`src/rtl/dmem_arb_pkg.sv`:
```
// dmem_arb_pkg: shared types and defaults for the data-memory arbiter
package dmem_arb_pkg;
  typedef enum logic [1:0] {IDLE, CPU, LDR, LDR_LOCK} owner_e;
  typedef enum logic {P_CPU, P_LDR} port_e;
  localparam logic [31:0] IO_ADDR_DEF = 32'hFFFF_FFFC;
endpackage

```
`src/rtl/dmem_arbiter_sat_counter.sv`:
```
// sat_counter: saturating up-counter with synchronous clear
module sat_counter #(
  parameter int CNT_W = 16
) (
  input  logic             clk,
  input  logic             clr,
  input  logic             en,
  output logic [CNT_W-1:0] q
);
  always_ff @(posedge clk)
    q <= clr ? '0 : (en && !(&q)) ? q + 1'b1 : q;
endmodule

```
`src/rtl/dmem_arbiter.sv`:
```
// dmem_arbiter: round-robin share of the data-memory port between CPU and loader
module dmem_arbiter
  import dmem_arb_pkg::*;
#(
  parameter int          MAX_BURST = 4,
  parameter logic [31:0] IO_ADDR   = IO_ADDR_DEF,
  parameter int          CNT_W     = 16
) (
  input  logic             CLK,
  input  logic             RESET,
  input  logic             cpu_req,
  input  logic [31:0]      cpu_A,
  input  logic [31:0]      cpu_WD,
  input  logic             cpu_WE,
  output logic             cpu_gnt,
  output logic [31:0]      cpu_RD,
  output logic             cpu_stall,
  input  logic             ldr_req,
  input  logic             ldr_lock,
  input  logic [31:0]      ldr_A,
  input  logic [31:0]      ldr_WD,
  input  logic             ldr_WE,
  output logic             ldr_gnt,
  output logic [31:0]      ldr_RD,
  output logic             ldr_err,
  output logic [31:0]      mem_A,
  output logic [31:0]      mem_WD,
  output logic             mem_WE,
  input  logic [31:0]      mem_RD,
  output logic [CNT_W-1:0] stall_count
);
  localparam int BW = $clog2(MAX_BURST + 1);
  owner_e        owner_q, owner_d;
  port_e         last_q, last_d;
  logic [BW-1:0] burst_q, burst_d;
  logic          err_q, err_d;
  logic          ldr_pick, io_hit;
  always_comb begin
    ldr_pick  = ldr_req & (~cpu_req | last_q == P_CPU
                | (owner_q == LDR_LOCK && burst_q < BW'(MAX_BURST)));
    ldr_gnt   = ~RESET & ldr_pick;
    cpu_gnt   = ~RESET & cpu_req & ~ldr_pick;
    cpu_stall = ~RESET & cpu_req & ~cpu_gnt;
    io_hit    = ldr_A == IO_ADDR;
    mem_A     = cpu_gnt ? cpu_A : ldr_gnt ? ldr_A : '0;
    mem_WD    = cpu_gnt ? cpu_WD : ldr_gnt ? ldr_WD : '0;
    mem_WE    = cpu_gnt ? cpu_WE : ldr_gnt & ldr_WE & ~io_hit;
    cpu_RD    = cpu_gnt ? mem_RD : '0;
    ldr_RD    = (ldr_gnt && !io_hit) ? mem_RD : '0;
    owner_d   = cpu_gnt ? CPU : ldr_gnt ? (ldr_lock ? LDR_LOCK : LDR) : IDLE;
    last_d    = cpu_gnt ? P_CPU : ldr_gnt ? P_LDR : last_q;
    burst_d   = (ldr_gnt && ldr_lock) ? burst_q + BW'(cpu_req) : '0;
    err_d     = ldr_gnt & io_hit;
  end
  always_ff @(posedge CLK) begin
    if (RESET) begin
      owner_q <= IDLE;
      last_q  <= P_LDR;
      burst_q <= '0;
      err_q   <= 1'b0;
    end else begin
      owner_q <= owner_d;
      last_q  <= last_d;
      burst_q <= burst_d;
      err_q   <= err_d;
    end
  end
  assign ldr_err = err_q;
  sat_counter #(.CNT_W(CNT_W)) u_stall (
    .clk(CLK),
    .clr(RESET),
    .en (cpu_stall),
    .q  (stall_count)
  );
endmodule
```
`config.mk`:
```
export PLATFORM = sky130hd
export DESIGN_NAME = dmem_arbiter
export DESIGN_NICKNAME = d
export VERILOG_FILES = /design/src/rtl/dmem_arb_pkg.sv /design/src/rtl/dmem_arbiter_sat_counter.sv /design/src/rtl/dmem_arbiter.sv
export SDC_FILE = /design/constraint.sdc
export NUM_CORES = 1
export LEC_CHECK = 0
export ABC_CLOCK_PERIOD_IN_PS = 5300
export CAP_MARGIN = 20
export CORE_AREA = 5 5 121 123
export DETAILED_ROUTE_END_ITERATION = 16
export DIE_AREA = 0 0 126 128
export PLACE_DENSITY = 0.72
export SLEW_MARGIN = 20
export SYNTH_ARGS = -nofsm -noshare
export SYNTH_HDL_FRONTEND = slang
export SYNTH_SLANG_ARGS = --single-unit
```
`constraint.sdc`:
```
create_clock -name CLK -period 5.3 [get_ports CLK]
set_input_delay 1.59 -clock CLK [delete_from_list [all_inputs] [get_ports CLK]]
set_output_delay 1.59 -clock CLK [all_outputs]
set_load 0.02 [all_outputs]
```
# --- After elaboration in Yosys (flattened, before gate mapping) ---
# Cells that the tools add are included.
op_classes:
  bitwise: 18
  reduce_logical: 10
  mux: 12
  n_eq_ne: 2
  order_cmp: 1
  add_sub_neg: 2
op_table:
  columns: ["cell", "n"]
  rows:
  - ["$mux W32", 6]
  - ["$eq A32 B32 Y1 const B", 1]
  - ["$add A16 B1 Y16 const B", 1]
  - ["$reduce_and A16 Y1", 1]
  - ["$and A1 B1 Y1", 8]
  - ["$not A1 Y1", 8]
  - ["$mux W1", 6]
  - ["$logic_and A1 B1 Y1", 4]
  - ["$add A3 B1 Y3", 1]
  - ["$lt A3 B3 Y1 const B", 1]
  - ["$reduce_or A3 Y1", 1]
  - ["$eq A2 B2 Y1 const B", 1]
  - ["$logic_not A1 Y1", 2]
  - ["$or A1 B1 Y1", 2]
  - ["$reduce_bool A2 Y1", 1]
  - ["$reduce_or A2 Y1", 1]
word_totals:
  regBits: 23
  out_inout_bits: 149
  word_cells: 51

# --- Longest topological paths before layout ---
# Gate-level depths: netlist (run 1).
depth:
  depth_word: 9
  ltp_mapped: 9
  ltp_nobuf: 5

# --- By module ---
# A second synthesis (run 1) with hierarchy kept.
unflattened:
  hier_cells: 284
  area_unflattened_um2: 2312.2
by_module_without_submodules:
  columns: ["mod", "seq_area_each_um2", "area_per_inst_um2", "n_inst", "cells_per_inst"]
  rows:
  - ["dmem_arbiter", 140.1, 1478.9, 1, 188]
  - ["sat_counter", 320.3, 833.3, 1, 96]

# --- Worst setup path after synthesis (run 1) ---
# No wires, ideal clock.
synth_timing:
  kind: "input to output"
  start: "in cpu_req"
  end: "out cpu_RD[23]"
  t_required_ns: 3.710
  cell_stages: 6
  arrival_ns: 2.772
  setup_slack_ns: 0.938
  cell_sequence: "nand2_1 > o21ai_0 > and3_1 > buf_2 > clkbuf_1 > and2_1"
synth_between:
  elab_chain_len: 7
  elab_cells_between_ends: 8
  classes_between: "1 x mux; 7 x bitwise"
synth_rtl:
  columns: ["element", "line", "text"]
  rows:
  - ["start: declaration", "dmem_arbiter.sv:11", "input logic cpu_req,"]
  - ["$not A1 Y1", "dmem_arbiter.sv:39", "ldr_pick = ldr_req & (~cpu_req | last_q == P_CPU"]
  - ["$or A1 B1 Y1", "dmem_arbiter.sv:39", null]
  - ["$or A1 B1 Y1", "dmem_arbiter.sv:40", "| (owner_q == LDR_LOCK && burst_q < BW'(MAX_BURST)));"]
  - ["$and A1 B1 Y1", "dmem_arbiter.sv:39", null]
  - ["$not A1 Y1", "dmem_arbiter.sv:42", "cpu_gnt = ~RESET & cpu_req & ~ldr_pick;"]
  - ["$and A1 B1 Y1 (*)", "dmem_arbiter.sv:42", null]
  - ["via cpu_gnt", "dmem_arbiter.sv:15", "output logic cpu_gnt,"]
  - ["$mux W32 (*)", "dmem_arbiter.sv:48", "cpu_RD = cpu_gnt ? mem_RD : '0;"]
  - ["end: declaration", "dmem_arbiter.sv:16", "output logic [31:0] cpu_RD,"]
# Mark *: on every way through the listed nets, which the timed path passes. The rest lies on a longest branch.

# --- Worst setup path in the final report (run 1) ---
layout_timing:
  start: "in cpu_req"
  end: "out mem_A[16]"
layout_between:
  elab_chain_len: 7
  elab_cells_between_ends: 10
  classes_between: "2 x mux; 8 x bitwise"
layout_rtl:
  columns: ["element", "line", "text"]
  rows:
  - ["$not A1 Y1", "dmem_arbiter.sv:39", null]
  - ["$or A1 B1 Y1", "dmem_arbiter.sv:39", null]
  - ["$or A1 B1 Y1", "dmem_arbiter.sv:40", null]
  - ["$and A1 B1 Y1", "dmem_arbiter.sv:39", null]
  - ["$and A1 B1 Y1 or $not A1 Y1 (tied branches)", "dmem_arbiter.sv:41, dmem_arbiter.sv:42", null]
  - ["$mux W32 or $and A1 B1 Y1 (tied branches)", "dmem_arbiter.sv:45, dmem_arbiter.sv:42", null]
  - ["$mux W32 (*)", "dmem_arbiter.sv:45", "mem_A = cpu_gnt ? cpu_A : ldr_gnt ? ldr_A : '0;"]
  - ["end: declaration", "dmem_arbiter.sv:26", "output logic [31:0] mem_A,"]
# Every way passes the cells marked *; elsewhere a longest branch is shown, timed or not.

==> results.yml, run 1 <==
logic_synthesis:
  ys_async_sr_fraction: 0
  seq_area_frac_synth: 0.1973
  synth_area_leaders: "a22o_1, dfxtp_1, and2_1, nand4_1, o31ai_1"
  yosys_warnings: 0
  synth-edff-count: 0
  synth_top_area_cell: "a22o_1"
  synth_nets: 460
  synth-seq-cells: 23
  synth_cells: 290
  yosysTopAreaCellShare: 0.2440
  syn-cell-area_sq_um: 2333
  synth_area_per_cell_sq_um: 8.047
  synthFlopType: "dfxtp_1"
  synth.distinct_cells: 37
critical_path:
  crit_top_cell: "clkdlybuf4s50_1"
  worstPathArrival_ns: 3.60
  critPathRequiredTime_ns: 3.71
  critical_path_class: "in2out"
  worst_path_max_delay_cell: "clkdlybuf4s50_1"
  critPathMaxStageDelay_ns: 0.60
  crit_path_start: "cpu_req"
  reg2regPathDepth: 5
  worstReg2RegEnd: "u_stall.q[15]"
  end_kind: "output port"
  r2r_start: "u_stall.q[0]"
  path_cells: "clkdlybuf4s50_1 > nand2_1 > o21ai_1 > and3_4 > clkbuf_16 > a22o_1 > clkdlybuf4s50_1"
  crit_path_start_kind: "input port"
  ff2ff_setup_slack_ns: 3.36
  crit_fanout: 25
  crit_end: "mem_A[16]"
route:
  num_vias: 3627
  via_per_inst: 4.710
  wl_um: 15910
  drc_errors: 0
  wl_per_cell_um: 20.66
  postRouteAntennaNets: 0
  drt_pass1_iterations: 5
  drt_iter0_markers: 240
floorplan:
  rows: 43
  die_h_um: 128
  die-area_sq_um: 16130
  initial_utilization: 0.1721
  die_x_um: 126
  boundaryPins: 316
  core-area_sq_um: 13560
global_route:
  grt_remaining_overflow: 0
  antenna_found_initial: 0
  grt-busiest-layer: "met2"
  grt_pass1_vias: 3913
  grt_pass1_wl_um: 22810
  met3_usage: 0.05167
  grtUsageMet1: 0.2038
  grt_usage: 0.1789
  grtUsageMet2: 0.3308
  grt_max_degree: 51
cts:
  insertion_delay_ns: 0.25
  cts_buffer_depth: 2
  clockRootBuffer: "clkbuf_16"
  cts_buffers: 3
  clk_pin_slew_worst_paths_ns: 0.06
  clock-sinks: 23
  htreeDepth: 1
  cts_tree: "done"
  cts_hold_buf: 0
power_and_ir_drop:
  finalPower_mw: 0.7350
  ir_drop_mv: 0.09678
  leakagePower_nw: 3.103
  switching_share: 0.3140
  cellInternalPower_mw: 0.5042
  p_seq_frac: 0.240
  p_sw_mw: 0.2308
  clockPowerShare: 0.220
  p_per_area_nw_per_um2: 124.8
  comb_power_share: 0.540
sta:
  hold_violations: 0
  finalSetupViolations: 0
  rsz0062_at_grt: "no"
  fmax_mhz: 192.8
  clock-skew-final_ns: 0.002967
  fin_ws_ns: 0.1128
  slew_violations: 0
  min_period_ns: 5.187
  tns_ns: 0
  period_share: 0.9787
  worst_slew_pin_slew_ns: 0.3432
  whs_ns: 0.4919
  slew_headroom: 0.7683
layout:
  finalInstanceArea_sq_um: 5892
  n_fill_cell: 1325
  fin_cells: 770
  area_delta_synth_final_pct: 152.5
  utilization: 0.4346
  drive_gt1_frac: 0.06102
  final_nets: 761
  diodes: 0
placement:
  dpl-instance-area_sq_um: 5709
  dp_hpwl_um: 13340
  place_inst: 765
  port_buffers: 315
  place.gp.congestion: 0.9621
  post-place-ws_ns: -0.1645
status:
  status: "finished, final reports clean"
job:
  maxCapViolCount: 0
hold_path:
  hold_class: "reg2reg"
-- layer usage --
layer	vias to the layer above	routed length [um]	part of all wire
li1	1709	-	-
met1	1704	5790	0.36
met2	196	8504	0.53
met3	18	1315	0.083
met4	0	301	0.019
met5	-	0	0
-- critical path, delay by kind of cell --
| family | cells | cell delay, ns |
|---|---|---|
| buffers and inverters | 3 | 1.31 |
| AOI/OAI and AO/OA | 2 | 0.33 |
| and+or+nand+nor | 2 | 0.36 |
-- synthesized netlist by cell type, types with 3 or more instances --
| master | count |
|---|---|
| o31ai_1 | 8 |
| and4_1 | 4 |
| nor4_2 | 3 |
| buf_6 | 5 |
| clkbuf_1 | 15 |
| buf_2 | 9 |
| nor2_1 | 4 |
| nor2b_1 | 4 |
| ha_1 | 3 |
| nand2_1 | 9 |
| and2_1 | 64 |
| nor4_1 | 3 |
| or4_1 | 8 |
| a22o_1 | 65 |
| and3_1 | 8 |
| nand3_1 | 6 |
| mux2_2 | 4 |
| o21ai_0 | 3 |
| a21oi_1 | 10 |
| nand4_1 | 12 |
| dfxtp_1 | 23 |
-- power groups by stage --
stage	clock [mW]	sequential, mW	combinational (mW)
4_1_cts	0.167	0.176	0.400
2_1_floorplan	0	0.180	0.140
3_3_place_gp	0	0.180	0.403
6_report	0.162	0.176	0.397
5_1_grt	0.173	0.176	0.418
3_5_place_dp	0	0.180	0.406
-- sequential cells by signal, summed over array words and instances (netlist names) --
signal and flops:
burst_q 3, last_q 1, u_stall.q 16, owner_q 2, ldr_err 1
-- worst min-delay path by stage --
stage	start	end	cells after the start
final	u_stall.q[14]	u_stall.q[14]	2
after global routing	u_stall.q[14]	u_stall.q[14]	2
after CTS	u_stall.q[14]	u_stall.q[14]	2
after detailed placement	u_stall.q[14]	u_stall.q[14]	2
after global placement	u_stall.q[14]	u_stall.q[14]	2
after floorplan	last_q	last_q	2
-- cells by family after synthesis --
logic type / synth area share
and+or+nand+nor: 0.3598
AOI/OAI and AO/OA: 0.3233
buffers and inverters: 0.07613
DFF: 0.1973
muxes: 0.02359
adders and majority gates: 0.01609
xor gates and xnor gates: 0.003754
-- final cells by class --
type                            instances  area (sq um)  share of cell area
Timing Repair Buffer                  327          3405              0.5778
Sequential cell                        23         460.4             0.07815
Tap cell                              180         225.2             0.03822
Multi-Input combinational cell        234          1715              0.2911
Clock buffer                            4         78.83             0.01338
Inverter                                2         7.507            0.001274
-- placed cells by master, fill, tap and decap left out, drive strengths merged --
cell type / instances
nand3b: 2
clkdlybuf4s50: 220
mux2: 4
inv: 2
a22o: 65
a21o: 2
buf: 19
and3b: 1
nand2: 9
nor4: 6
clkbuf: 5
and3: 8
o311ai: 1
and2: 64
dfxtp: 23
ha: 3
or3: 1
a21boi: 1
dlymetal6s2s: 45
o21ai: 3
nand2b: 1
nor2: 4
dlygate4sd2: 42
o41ai: 1
a21oi: 10
or4: 8
xor2: 1
nand4bb: 1
mux2i: 1
o31ai: 8
o211a: 2
nand4: 12
nor2b: 4
nand3: 6
and4: 5
-- repair_timing --
item | 4_1_cts | 5_1_grt
gates cloned | 0 | 1
gates resized for setup | 44 | 48
pin swaps | 0 | 0
endpoints found under the setup margin | 42 | 79
setup buffers | 0 | 0
Power figures use the tool's default switching activity.
==> inputs of run 2 (changes only) <==
--- a/config.mk
+++ b/config.mk
@@ -5,12 +5,12 @@
 export SDC_FILE = /design/constraint.sdc
 export NUM_CORES = 1
 export LEC_CHECK = 0
-export ABC_CLOCK_PERIOD_IN_PS = 5300
+export ABC_CLOCK_PERIOD_IN_PS = 5800
 export CAP_MARGIN = 20
-export CORE_AREA = 5 5 121 123
+export CORE_AREA = 5 5 119 121
 export DETAILED_ROUTE_END_ITERATION = 16
-export DIE_AREA = 0 0 126 128
-export PLACE_DENSITY = 0.72
+export DIE_AREA = 0 0 124 126
+export PLACE_DENSITY = 0.73
 export SLEW_MARGIN = 20
 export SYNTH_ARGS = -nofsm -noshare
 export SYNTH_HDL_FRONTEND = slang
==> constraint.sdc (replaced) <==
create_clock -name CLK -period 5.8 [get_ports CLK]
set_input_delay 1.74 -clock CLK [delete_from_list [all_inputs] [get_ports CLK]]
set_output_delay 1.74 -clock CLK [all_outputs]
set_load 0.02 [all_outputs]
==> run 2 against run 1 <==
- register-to-register slack gained 0.51 ns
- via count grew 2.0%
- sequential share of layout area is essentially flat
- die area shrank 3.1%
- combinational power shrank 3%
==> results.yml, run 2 (synthesis results as in run 1) <==
critical_path:
  path_buf_inv: 4
  end_kind: "output port"
  path_cells: "clkdlybuf4s50_1 > inv_1 > o211a_2 > buf_6 > a22o_1 > clkdlybuf4s50_1"
  crit_fanout: 70
  r2r_start: "u_stall.q[0]"
  path_delay_family: "buffers and inverters"
  crit_path_start: "RESET"
  crit_path_start_kind: "input port"
  worst_path_max_delay_cell: "clkdlybuf4s50_1"
  critical_path_class: "in2out"
  worstPathArrival_ns: 3.91
  critPathMaxStageDelay_ns: 0.64
  critPathRequiredTime_ns: 4.06
  crit_top_cell: "clkdlybuf4s50_1"
layout:
  top_regs: "u_stall.q x16, burst_q x3, owner_q x2"
  drive_gt1_frac: 0.09532
  final_nets: 769
  mostFrequentLayoutCells: "clkdlybuf4s50_1, a22o_1, and2_1, buf_4, dfxtp_1"
  top_register: "u_stall.q"
  final_common_cell: "clkdlybuf4s50_1"
  diodes: 0
  largest_reg_flops: 16
  n_fill_cell: 1254
  area_delta_synth_final_pct: 153.1
sta:
  slew_headroom: 0.6387
  finalSetupViolations: 0
  slew_violations: 0
  fmax_mhz: 177.0
  worst_slew_pin_slew_ns: 0.5419
  clock-skew-final_ns: 0.002388
  hold_violations: 0
  period_share: 0.9740
  whs_ns: 0.5048
  fin_ws_ns: 0.1508
  min_period_ns: 5.649
  rsz0062_at_grt: "no"
cts:
  htreeDepth: 1
  clk_pin_slew_worst_paths_ns: 0.06
  cts_tree: "done"
  cts_buffers: 3
  cts_buffer_depth: 2
  insertion_delay_ns: 0.26
  cts_hold_buf: 0
  clockRootBuffer: "clkbuf_16"
  clock-sinks: 23
floorplan:
  initial_utilization: 0.1798
  boundaryPins: 316
  core-area_sq_um: 12980
  rows: 42
  die-area_sq_um: 15620
  die_x_um: 124
  die_h_um: 126
status:
  status: "finished, final reports clean"
global_route:
  grt_remaining_overflow: 0
  grt_pass1_vias: 3794
  grt_pass1_wl_um: 23650
  grt_max_degree: 71
  grt_usage: 0.2011
  antenna_found_initial: 1
placement:
  port_buffers: 315
  dp_hpwl_um: 14190
  post-place-ws_ns: -0.3410
  place.gp.congestion: 0.9514
hold_path:
  hold_class: "reg2reg"
  min-delay-start: "u_stall.q[14]"
power_and_ir_drop:
  p_per_area_nw_per_um2: 118.2
  leakagePower_nw: 2.257
  ir_drop_mv: 0.09679
route:
  drt_pass1_iterations: 4
  postRouteAntennaNets: 0
  via_per_inst: 4.780
  wl_um: 17020
  drt_iter0_markers: 263
  wl_per_cell_um: 21.99
  drc_errors: 0
  num_vias: 3700
job:
  maxCapViolCount: 0
-- run 2: changes by cell type in the layout (fill, tap and decap cells not counted), sizes merged --
cell	before	now
dlymetal6s2s	45	0
clkinv	0	1
buf	19	39
clkdlybuf4s50	220	295
a21boi	1	2
dlygate4sd2	42	0
clkbuf	5	3
-- run 2: routing by layer --
layer | share of wire | wire length [um] | global-route usage | vias to the layer above
met4 | 0.016 | 267 | 0.03157 | 2
met3 | 0.12 | 2053 | 0.09731 | 17
li1 | - | - | - | 1735
met5 | 0.00076 | 13 | 0 | -
met2 | 0.46 | 7809 | 0.3169 | 212
met1 | 0.40 | 6879 | 0.2535 | 1734
-- run 2: worst paths after layout --
kind | to | slack, ns | cells after the start
worst max register to register | u_stall.q[10] | 3.87 | 5
worst min register to register | u_stall.q[14] | 0.50 | 2
worst min-delay path | u_stall.q[14] | 0.50 | 2
worst max-delay path | mem_WD[12] | 0.15 | 6
-- run 2: worst reg2reg max path, stage by stage, from the launching register on --
cell	delay, ns
dfxtp_1	0.43
ha_1	0.22
and4_1	0.32
nand2_1	0.13
nor4_1	0.34
mux2_2	0.37
-- run 2: cell type report --
cell class / count / area [sq um] / share of cell area
inverter: 2 / 7.507 / 0.001271
tap: 176 / 220.2 / 0.03728
timing repair buffer: 334 / 3387 / 0.5734
clock buffer: 3 / 75.07 / 0.01271
sequential: 23 / 460.4 / 0.07795
multi-input combinational: 235 / 1752 / 0.2965
clock inverter: 1 / 5.005 / 0.0008473
-- run 2: power by group --
group	switching (mW)	internal, mW	total, mW	leakage (nW)
Clock	0.0587	0.0929	0.152	0.0409
Sequential	0.00117	0.160	0.161	0.186
Combinational	0.164	0.222	0.386	2.03
Total	0.224	0.475	0.698	2.26
-- run 2: through the flow --
| step | instance area, sq um | util | cells | setup TNS (ns) | power (mW) |
|---|---|---|---|---|---|
| finish | 5907 | 0.4551 | 774 | 0 | 0.6984 |
| global route | 5907 | 0.4551 | 774 | 0 | 0.7255 |
| CTS | 5853 | 0.4509 | 771 | 0 | 0.7003 |
| detailed placement | 5728 | 0.4413 | 765 | -10.12 | 0.5434 |
| global placement | 5720 | 0.4407 | 765 | -11.00 | 0.5411 |
| floorplan | 2333 | - | 290 | 0 | 0.2925 |
-- run 2: repair_timing --
| action | 4_1_cts | 5_1_grt |
|---|---|---|
| endpoints found under the setup margin | 33 | 27 |
| pin swaps | 2 | 2 |
| buffers inserted | 1 | 3 |
| gates resized for setup | 4 | 1 |
| cloned | 1 | 0 |
==> inputs of run 3 (changes only) <==
--- a/config.mk
+++ b/config.mk
@@ -15,3 +15,4 @@
 export SYNTH_ARGS = -nofsm -noshare
 export SYNTH_HDL_FRONTEND = slang
 export SYNTH_SLANG_ARGS = --single-unit
+export TNS_END_PERCENT = 10
==> run 3 against run 2 <==
- first-iteration DRC count is 4.9% lower
- hold slack better by 0.0026 ns
- register-to-register slack hardly changed
- critical path type unchanged
- critical endpoint is now ldr_RD[2]
- largest power group unchanged
- highest routed layer unchanged
==> results.yml, run 3 (synthesis results as in run 1) <==
power_and_ir_drop:
  ir_drop_mv: 0.09683
  finalPower_mw: 0.6958
  leakagePower_nw: 2.244
  p_per_area_nw_per_um2: 118.2
cts:
  htreeDepth: 1
  cts_hold_buf: 0
  insertion_delay_ns: 0.26
  clockRootBuffer: "clkbuf_16"
  clk_pin_slew_worst_paths_ns: 0.06
  clock-sinks: 23
  cts_buffers: 3
  cts_buffer_depth: 2
  cts_tree: "done"
floorplan:
  boundaryPins: 316
  rows: 42
  core-area_sq_um: 12980
  die_h_um: 126
  die-area_sq_um: 15620
  die_x_um: 124
  initial_utilization: 0.1798
critical_path:
  critPathRequiredTime_ns: 4.06
  end_kind: "output port"
  critical_path_class: "in2out"
  crit_path_start_kind: "input port"
  ff2ff_setup_slack_ns: 3.87
  worstPathArrival_ns: 3.92
  crit_fanout: 16
status:
  status: "finished, final reports clean"
route:
  drt_iter0_markers: 250
  wl_per_cell_um: 21.96
  drt_pass1_iterations: 4
  drc_errors: 0
  via_per_inst: 4.724
  postRouteAntennaNets: 0
  wl_um: 16950
  num_vias: 3647
sta:
  whs_ns: 0.5075
  finalSetupViolations: 0
  min_period_ns: 5.656
  tns_ns: 0
  fmax_mhz: 176.8
  slew_violations: 0
  worst_slew_pin_slew_ns: 0.5344
  hold_violations: 0
  rsz0062_at_grt: "no"
  slew_headroom: 0.6437
  clock-skew-final_ns: 0.002254
  period_share: 0.9752
layout:
  top_register: "u_stall.q"
  largest_reg_flops: 16
  area_delta_synth_final_pct: 152.2
  diodes: 0
  top_regs: "u_stall.q x16, burst_q x3, owner_q x2"
  mostFrequentLayoutCells: "clkdlybuf4s50_1, a22o_1, and2_1, buf_4, dfxtp_1"
  fin_cells: 772
  final_common_cell: "clkdlybuf4s50_1"
  final_nets: 767
  drive_gt1_frac: 0.09396
  finalInstanceArea_sq_um: 5884
placement:
  dp_hpwl_um: 14190
  dpl-instance-area_sq_um: 5728
  port_buffers: 315
  place.gp.congestion: 0.9514
  place_inst: 765
global_route:
  grt_remaining_overflow: 0
  grt_pass1_wl_um: 23650
  antenna_found_initial: 1
  grt_max_degree: 71
  grt_pass1_vias: 3794
  grt_usage: 0.2011
job:
  maxCapViolCount: 0
hold_path:
  hold_class: "reg2reg"
-- run 3: cell types whose count changed in the layout (fill, tap and decap cells not counted) --
cell       before  now
buf_4          27   26
nand4bb_2       0    1
nand4bb_1       1    0
buf_12         11   10
-- run 3: final timing paths --
check | startpoint | end | depth (start not counted)
worst max-delay path | ldr_A[1] | ldr_RD[2] | 7
worst min-delay path | u_stall.q[14] | u_stall.q[14] | 2
worst max register to register | u_stall.q[1] | u_stall.q[10] | 5
worst min register to register | u_stall.q[14] | u_stall.q[14] | 2
-- run 3: layer usage --
metal	vias to the layer above	track usage	wire length, um
li1	1731	-	-
met1	1699	0.2535	6940
met2	198	0.3169	7747
met3	17	0.09731	1983
met4	2	0.03157	267
met5	-	0	13
-- run 3: stage by stage --
step,util,setup slack [ns]
2_1_floorplan,-,1.138
3_3_place_gp,0.4407,-0.3586
3_5_place_dp,0.4413,-0.3410
4_1_cts,0.4509,0.03555
5_1_grt,0.4533,0.04157
6_report,0.4533,0.1441
-- run 3: where the power goes --
part           internal, mW  total [mW]  switching (mW)
sequential            0.160       0.161         0.00117
combinational         0.220       0.383           0.163
clock                0.0929       0.152          0.0589
total                 0.473       0.696           0.223
-- run 3: critical path, cell delays in order --
cell             delay, ns
clkdlybuf4s50_1       0.47
nand4bb_2             0.21
nor4_4                0.05
buf_4                 0.17
a21boi_4              0.45
and2_1                0.21
clkdlybuf4s50_1       0.60
-- run 3: what timing repair did --
item,in CTS,in global routing
endpoints found under the setup margin,33,27
pin swaps,2,1
gates resized for setup,4,2
hold endpoints to repair,0,0
cloned,1,0
setup buffers,1,1
-- run 3: cell type report --
type                            instances  area (sq um)
Clock inverter                          1         5.005
Tap cell                              176         220.2
Clock buffer                            3         75.07
Fill cell                            1252          7096
Inverter                                2         7.507
Sequential cell                        23         460.4
Multi-Input combinational cell        235          1757
Timing Repair Buffer                  332          3359
